**src/rtl/br_regfile.sv**
```systemverilog
// Two-read / one-write register bank: combinational read ports, one clocked
// write port, optional hard-wired zero register at address 0.
module br_regfile #(
  parameter int DATA_W  = 32,
  parameter int ADDR_W  = 5,
  parameter bit ZERO_R0 = 1'b0
) (
  input  logic              clk,
  input  logic              rst_n,
  input  logic [ADDR_W-1:0] RR1,
  input  logic [ADDR_W-1:0] RR2,
  input  logic [ADDR_W-1:0] WriteReg,
  input  logic [DATA_W-1:0] WriteData,
  input  logic              RegWrite,
  output logic [DATA_W-1:0] RD1,
  output logic [DATA_W-1:0] RD2
);

  localparam int DEPTH = 2 ** ADDR_W;

  // Storage keeps the name BR so benches can reach it hierarchically.
  logic [DATA_W-1:0] BR   [DEPTH];
  logic [DATA_W-1:0] br_d [DEPTH];
  logic              wr_en;

  // Writes to register 0 are dropped when it is hard-wired to zero.
  assign wr_en = RegWrite && !(ZERO_R0 && (WriteReg == '0));

  always_comb begin
    // NOTE: copy the current contents first so every path assigns br_d and
    // no latch is inferred for entries that are not being written.
    br_d = BR;
    if (wr_en) begin
      br_d[WriteReg] = WriteData;
    end
  end

  always_ff @(posedge clk or negedge rst_n) begin
    if (!rst_n) begin
      // NOTE: this bank is built from flops, not an SRAM macro, so every entry
      // can and must be cleared by the asynchronous reset.
      for (int i = 0; i < DEPTH; i++) begin
        BR[i] <= '0;
      end
    end else begin
      // NOTE: non-blocking so all entries update together at the edge.
      BR <= br_d;
    end
  end

  // No bypass: a write becomes visible only after its clock edge.
  always_comb begin
    RD1 = BR[RR1];
    RD2 = BR[RR2];
    if (ZERO_R0 && (RR1 == '0)) RD1 = '0;
    if (ZERO_R0 && (RR2 == '0)) RD2 = '0;
  end

endmodule

```
**config.mk**
```make
export PLATFORM = sky130hd
export DESIGN_NAME = br_regfile
export DESIGN_NICKNAME = d
export VERILOG_FILES = /design/src/rtl/br_regfile.sv
export SDC_FILE = /design/constraint.sdc
export NUM_CORES = 2
export LEC_CHECK = 0
export CORE_MARGIN = 2
export CORE_UTILIZATION = 60
export CTS_CLUSTER_SIZE = 20
export DETAILED_ROUTE_END_ITERATION = 7
export HOLD_SLACK_MARGIN = 0.06
export PLACE_DENSITY = 0.77
export SLEW_MARGIN = 20
export SYNTH_ARGS = -nofsm -noshare
export SYNTH_HDL_FRONTEND = slang
export SYNTH_SLANG_ARGS = --single-unit
```
**constraint.sdc**
```tcl
create_clock -name clk -period 4 [get_ports clk]
set_clock_uncertainty 0.05 [all_clocks]
set_input_delay 0.8 -clock clk [delete_from_list [all_inputs] [get_ports clk]]
set_output_delay 0.8 -clock clk [all_outputs]
set_load 0.05 [all_outputs]
```
# == After elaboration in Yosys (flattened, before gate mapping) ==
# Cells that the tools add are included.
# word_totals
ff_bits,1024
# classes
bitwise_logic,3
reduce_logical,1
magnitude_cmp,4
muxes,9
# ops
operator,count
1024-bit bitwise mux,1
32-bit binary-select mux with 5-bit select,2
32-bit demux with 5-bit select,1
32-bit two-way mux,5
"6-bit greater-or-equal comparator, second input constant",3
5-bit inverter with 6-bit output,3
"6-bit by 1-bit < comparator with 1-bit output, second input constant",1
1-bit logical AND,1

# == Depth between registers and ports, before layout ==
# depth
ltp_word,6
depth_mapped,8
depth_no_buf,5

# == Worst setup path after synthesis ==
# No wires, ideal clock.
# synth_timing
kind,input port to output port
startpoint,input RR2[1]
endpoint,output RD2[0]
t_arrival_ns,2.324
required_time_ns,3.150
stages,8
slack_ns,0.826
n_path_buf,4
cell_sequence,buf_2 > buf_4 > buf_2 > buf_2 > mux2i_1 > nand2_1 > a31oi_1 > nand3_1
# synth_via
elab_chain_cells,4
# synth_lines
item,line,text
"start, declared",11,"input logic [ADDR_W-1:0] RR2,"
5-bit inverter with 6-bit output (not written as such),54,RD2 = BR[RR2];
32-bit binary-select mux with 5-bit select,54,
32-bit two-way mux (not written as such) (2 in series),54,
"end, declared",16,output logic [DATA_W-1:0] RD2
# Every way passes these cells. The select of a mux whose other input is x is not followed.

# == Final worst setup path ==
# layout_timing
startpoint,input RR1[2]
endpoint,output RD1[28]
# layout_via
elab_chain_cells,4
# layout_lines
item,line,text
"start, declared",10,"input logic [ADDR_W-1:0] RR1,"
5-bit inverter with 6-bit output (not written as such),53,RD1 = BR[RR1];
32-bit binary-select mux with 5-bit select,53,
32-bit two-way mux (not written as such) (2 in series),53,
"end, declared",15,"output logic [DATA_W-1:0] RD1,"
# Every way passes these cells. The select of a mux whose other input is x is not followed.

==> flow_metrics.env <==
export IMPL_netlist_area_mm2=0.0562
export IMPL_switching_share_pct=29.5
export IMPL_core_area_mm2=0.0930
export IMPL_drive_above_1_share_pct=33.2
export IMPL_synth_fp_nets=4655
export IMPL_maxSlewViolCount=0
export IMPL_syn_to_final_growth_pct=12.5
export IMPL_wl_per_cell_um=28.9
export IMPL_slew_limit_headroom_pct=24.8
export IMPL_seqPwrFrac_pct=44.7
export IMPL_clkSinkCount=1024
export IMPL_fin_ws_ps=2.42
export IMPL_p_comb_share_pct=21.2
export IMPL_io_pins=114
export IMPL_ant_nets=0
export IMPL_max_stage_delay_ps=620
export IMPL_firstDrtPassIters=5
export IMPL_r2r_slack_ps=3120
export IMPL_vias_per_cell=6.74
export IMPL_critPathArrivalTime_ps=3150
export IMPL_cp_top_family="buffers and inverters"
export IMPL_synthTopCellsByArea="dfrtp_1 (46%), mux2_2 (20%), mux2i_1 (18%)"
export IMPL_grt_pass1_vias=41300
export IMPL_synth_seq_cells=1024
export IMPL_drtIter0Drc=4169
export IMPL_gp_congestion=0.896
export IMPL_setup_viol=0
export IMPL_setup_tns_ps=0
export IMPL_cts_root_buf="clkbuf_16"
export IMPL_rows=112
export IMPL_fp_dieW_um=310
export IMPL_peakVddDrop_uv=424
export IMPL_async_reset_ff_share_pct=100
export IMPL_synth_edff_count=0
export IMPL_synth_top_area_cell="dfrtp_1"
export IMPL_worstPathRequired_ps=3150
export IMPL_top_register="BR"
export IMPL_critical_path_class="input port to output pin"
export IMPL_vias=40500
export IMPL_grt_max_degree=165
export IMPL_fillCellCount=6764
export IMPL_initial_utilization_pct=60.4
export IMPL_cts_clk_slew_worst_paths_ps=60
export IMPL_reg_top3="BR x1024"
export IMPL_drc=0
export IMPL_die_area_mm2=0.0962
export IMPL_yosys_most_used_dff="dfrtp_1"
export IMPL_yosys_cell_types_count=28
export IMPL_intPower_mw=22.0
export IMPL_htree_levels=3
export IMPL_io_buffers=113
export IMPL_crit_buf_inv=3
export IMPL_cts_tree="yes"
export IMPL_die_height_um=310
export IMPL_power_frac_clock_pct=34.1
export IMPL_worstSetupStartpointType="input port"
export IMPL_leakage_nw=30.1
export IMPL_yosys_warnings=0
export IMPL_crit_path_end_kind="output pin"
export IMPL_place_hpwl_um=107000
export IMPL_cp_slowest_cell="clkdlybuf4s50_1"
export IMPL_postSynthCellCount=4605
export IMPL_grt_overflow=0
export IMPL_synthDominantCellAreaShare_pct=45.6
export IMPL_synth_avg_cell_area_um2=12.2
export IMPL_grt_pass1_wl_um=261000
export IMPL_crit_fanout=28
export IMPL_hold_viol=0
export IMPL_cap_viol_max_count=0
export IMPL_powerDensity_mw_per_mm2=493
export IMPL_grt_antenna_before_repair=17
export IMPL_fin_nets=4706
export IMPL_fmax_ghz=0.250
export IMPL_clk_path_buf_depth=3
export IMPL_post_place_ws_ps=-93.8
export IMPL_status="finished, final reports clean"
export IMPL_switching_power_mw=9.20
export IMPL_tightestPinTransition_ps=1120
export IMPL_largest_reg_flops=1024
export IMPL_period_share_pct=99.9
export IMPL_yosys_top_cells_count="dfrtp_1 (1024), mux2i_1 (1024), mux2_2 (987), nand2_1 (211), nand3_1 (194)"
export IMPL_insertion_delay_ps=700
export IMPL_hold_class="register to register"
export IMPL_cts_made_buffers=108
export IMPL_crit_chain="clkdlybuf4s50_1 -> nor2b_4 -> buf_12 -> a22o_1 -> nor3_1 -> a31oi_1 -> nand3_1 -> buf_4"
export IMPL_fin_crit_ps=4000
export IMPL_grt_total_usage_pct=36.2
export IMPL_wirelength_um=174000
export IMPL_synth_seq_area_share_pct=45.6
[stage by stage]
| step | hold WS [ps] | utilization (%) | instance area (µm²) | power [mW] | std cells |
|---|---|---|---|---|---|
| after floorplan | 429 | - | 56200 | 18.4 | 4605 |
| after CTS | 461 | 68.0 | 63300 | 31.1 | 5999 |
| after detailed placement | 447 | 64.0 | 59500 | 20.6 | 5796 |
| final | 459 | 68.0 | 63300 | 31.2 | 6010 |
| after global routing | 472 | 68.0 | 63300 | 32.4 | 6007 |
| after global placement | 439 | 64.0 | 59500 | 20.2 | 5796 |
[repair_timing]
action                                 CTS  global route
setup buffers                            2             1
setup endpoints to repair                3            16
hold buffers                             1             0
endpoints found under the hold margin   26             0
gates resized for setup                  2             2
[layout make-up]
| cell class | instances | area [µm²] | area share, % |
|---|---|---|---|
| clock inverter | 41 | 514 | 0.813 |
| multi-input combinational | 3137 | 28300 | 44.7 |
| antenna | 10 | 25.0 | 0.0396 |
| sequential | 1024 | 25600 | 40.5 |
| tap | 1254 | 1570 | 2.48 |
| clock buffer | 159 | 3240 | 5.12 |
| timing repair buffer | 385 | 4010 | 6.34 |
[per-layer routing]
metal  track usage [%]  vias to the layer above  part of all wire [%]
met2              57.1                     2001                    46
met1              47.5                    20800                    40
li1                  -                    17200                     -
met3              7.44                      569                   8.8
met4              18.3                       12                   5.4
met5                 0                        -                 0.045
[kinds of logic after synthesis]
kind of cell    after synthesis  synth area share [%]
compound gates              576                  6.98
buf+inv                     444                  4.36
flops                      1024                  45.6
mux                        2048                  38.7
simple gates                513                  4.38
[layout by cell type, fill, tap and decap left out, types with 2 or more instances in the layout]
cell | Yosys | layout
nand2_2 | 0 | 18
diode_2 | 0 | 10
mux2_1 | 37 | 37
dlymetal6s2s_1 | 0 | 2
and2_4 | 0 | 2
nand2_1 | 211 | 193
nor2_4 | 16 | 18
clkbuf_16 | 0 | 111
clkbuf_1 | 190 | 20
dfrtp_1 | 1024 | 1024
a31oi_1 | 64 | 64
buf_4 | 59 | 250
clkbuf_8 | 0 | 28
a21oi_1 | 192 | 192
bufinv_16 | 0 | 11
mux2i_1 | 1024 | 1024
nand3b_1 | 4 | 4
a22o_1 | 128 | 128
nor3_1 | 65 | 65
mux2_2 | 987 | 987
clkinv_8 | 0 | 2
nand3_2 | 0 | 2
buf_8 | 0 | 3
inv_6 | 0 | 2
nand3_1 | 194 | 192
buf_12 | 0 | 85
clkdlybuf4s50_1 | 0 | 27
or2_2 | 3 | 3
nor3b_2 | 3 | 3
nor2b_4 | 0 | 4
buf_2 | 110 | 17
clkinv_2 | 0 | 25
nand2b_2 | 0 | 4
a22oi_1 | 192 | 192
[path summary, 6_finish.rpt]
| path | start | to | depth (start not counted) |
|---|---|---|---|
| setup / recovery | RR1[2] | RD1[28] | 8 |
| hold / removal | BR[634] | BR[634] | 1 |
| setup reg to reg | BR[752] | BR[752] | 1 |
| hold reg to reg | BR[634] | BR[634] | 1 |
| max in group asynchronous | rst_n | BR[933] | 4 |
| min in group asynchronous | rst_n | BR[631] | 2 |
[power groups by stage]
stage / clock network (mW) / registers, mW / logic [mW]
2_1_floorplan: 0 / 13.6 / 4.79
3_5_place_dp: 0 / 14.1 / 6.50
4_1_cts: 10.7 / 13.9 / 6.56
3_3_place_gp: 0 / 13.9 / 6.34
6_report: 10.6 / 13.9 / 6.61
5_1_grt: 11.1 / 14.2 / 7.07
No activity file was read; power rests on OpenSTA's default activity.
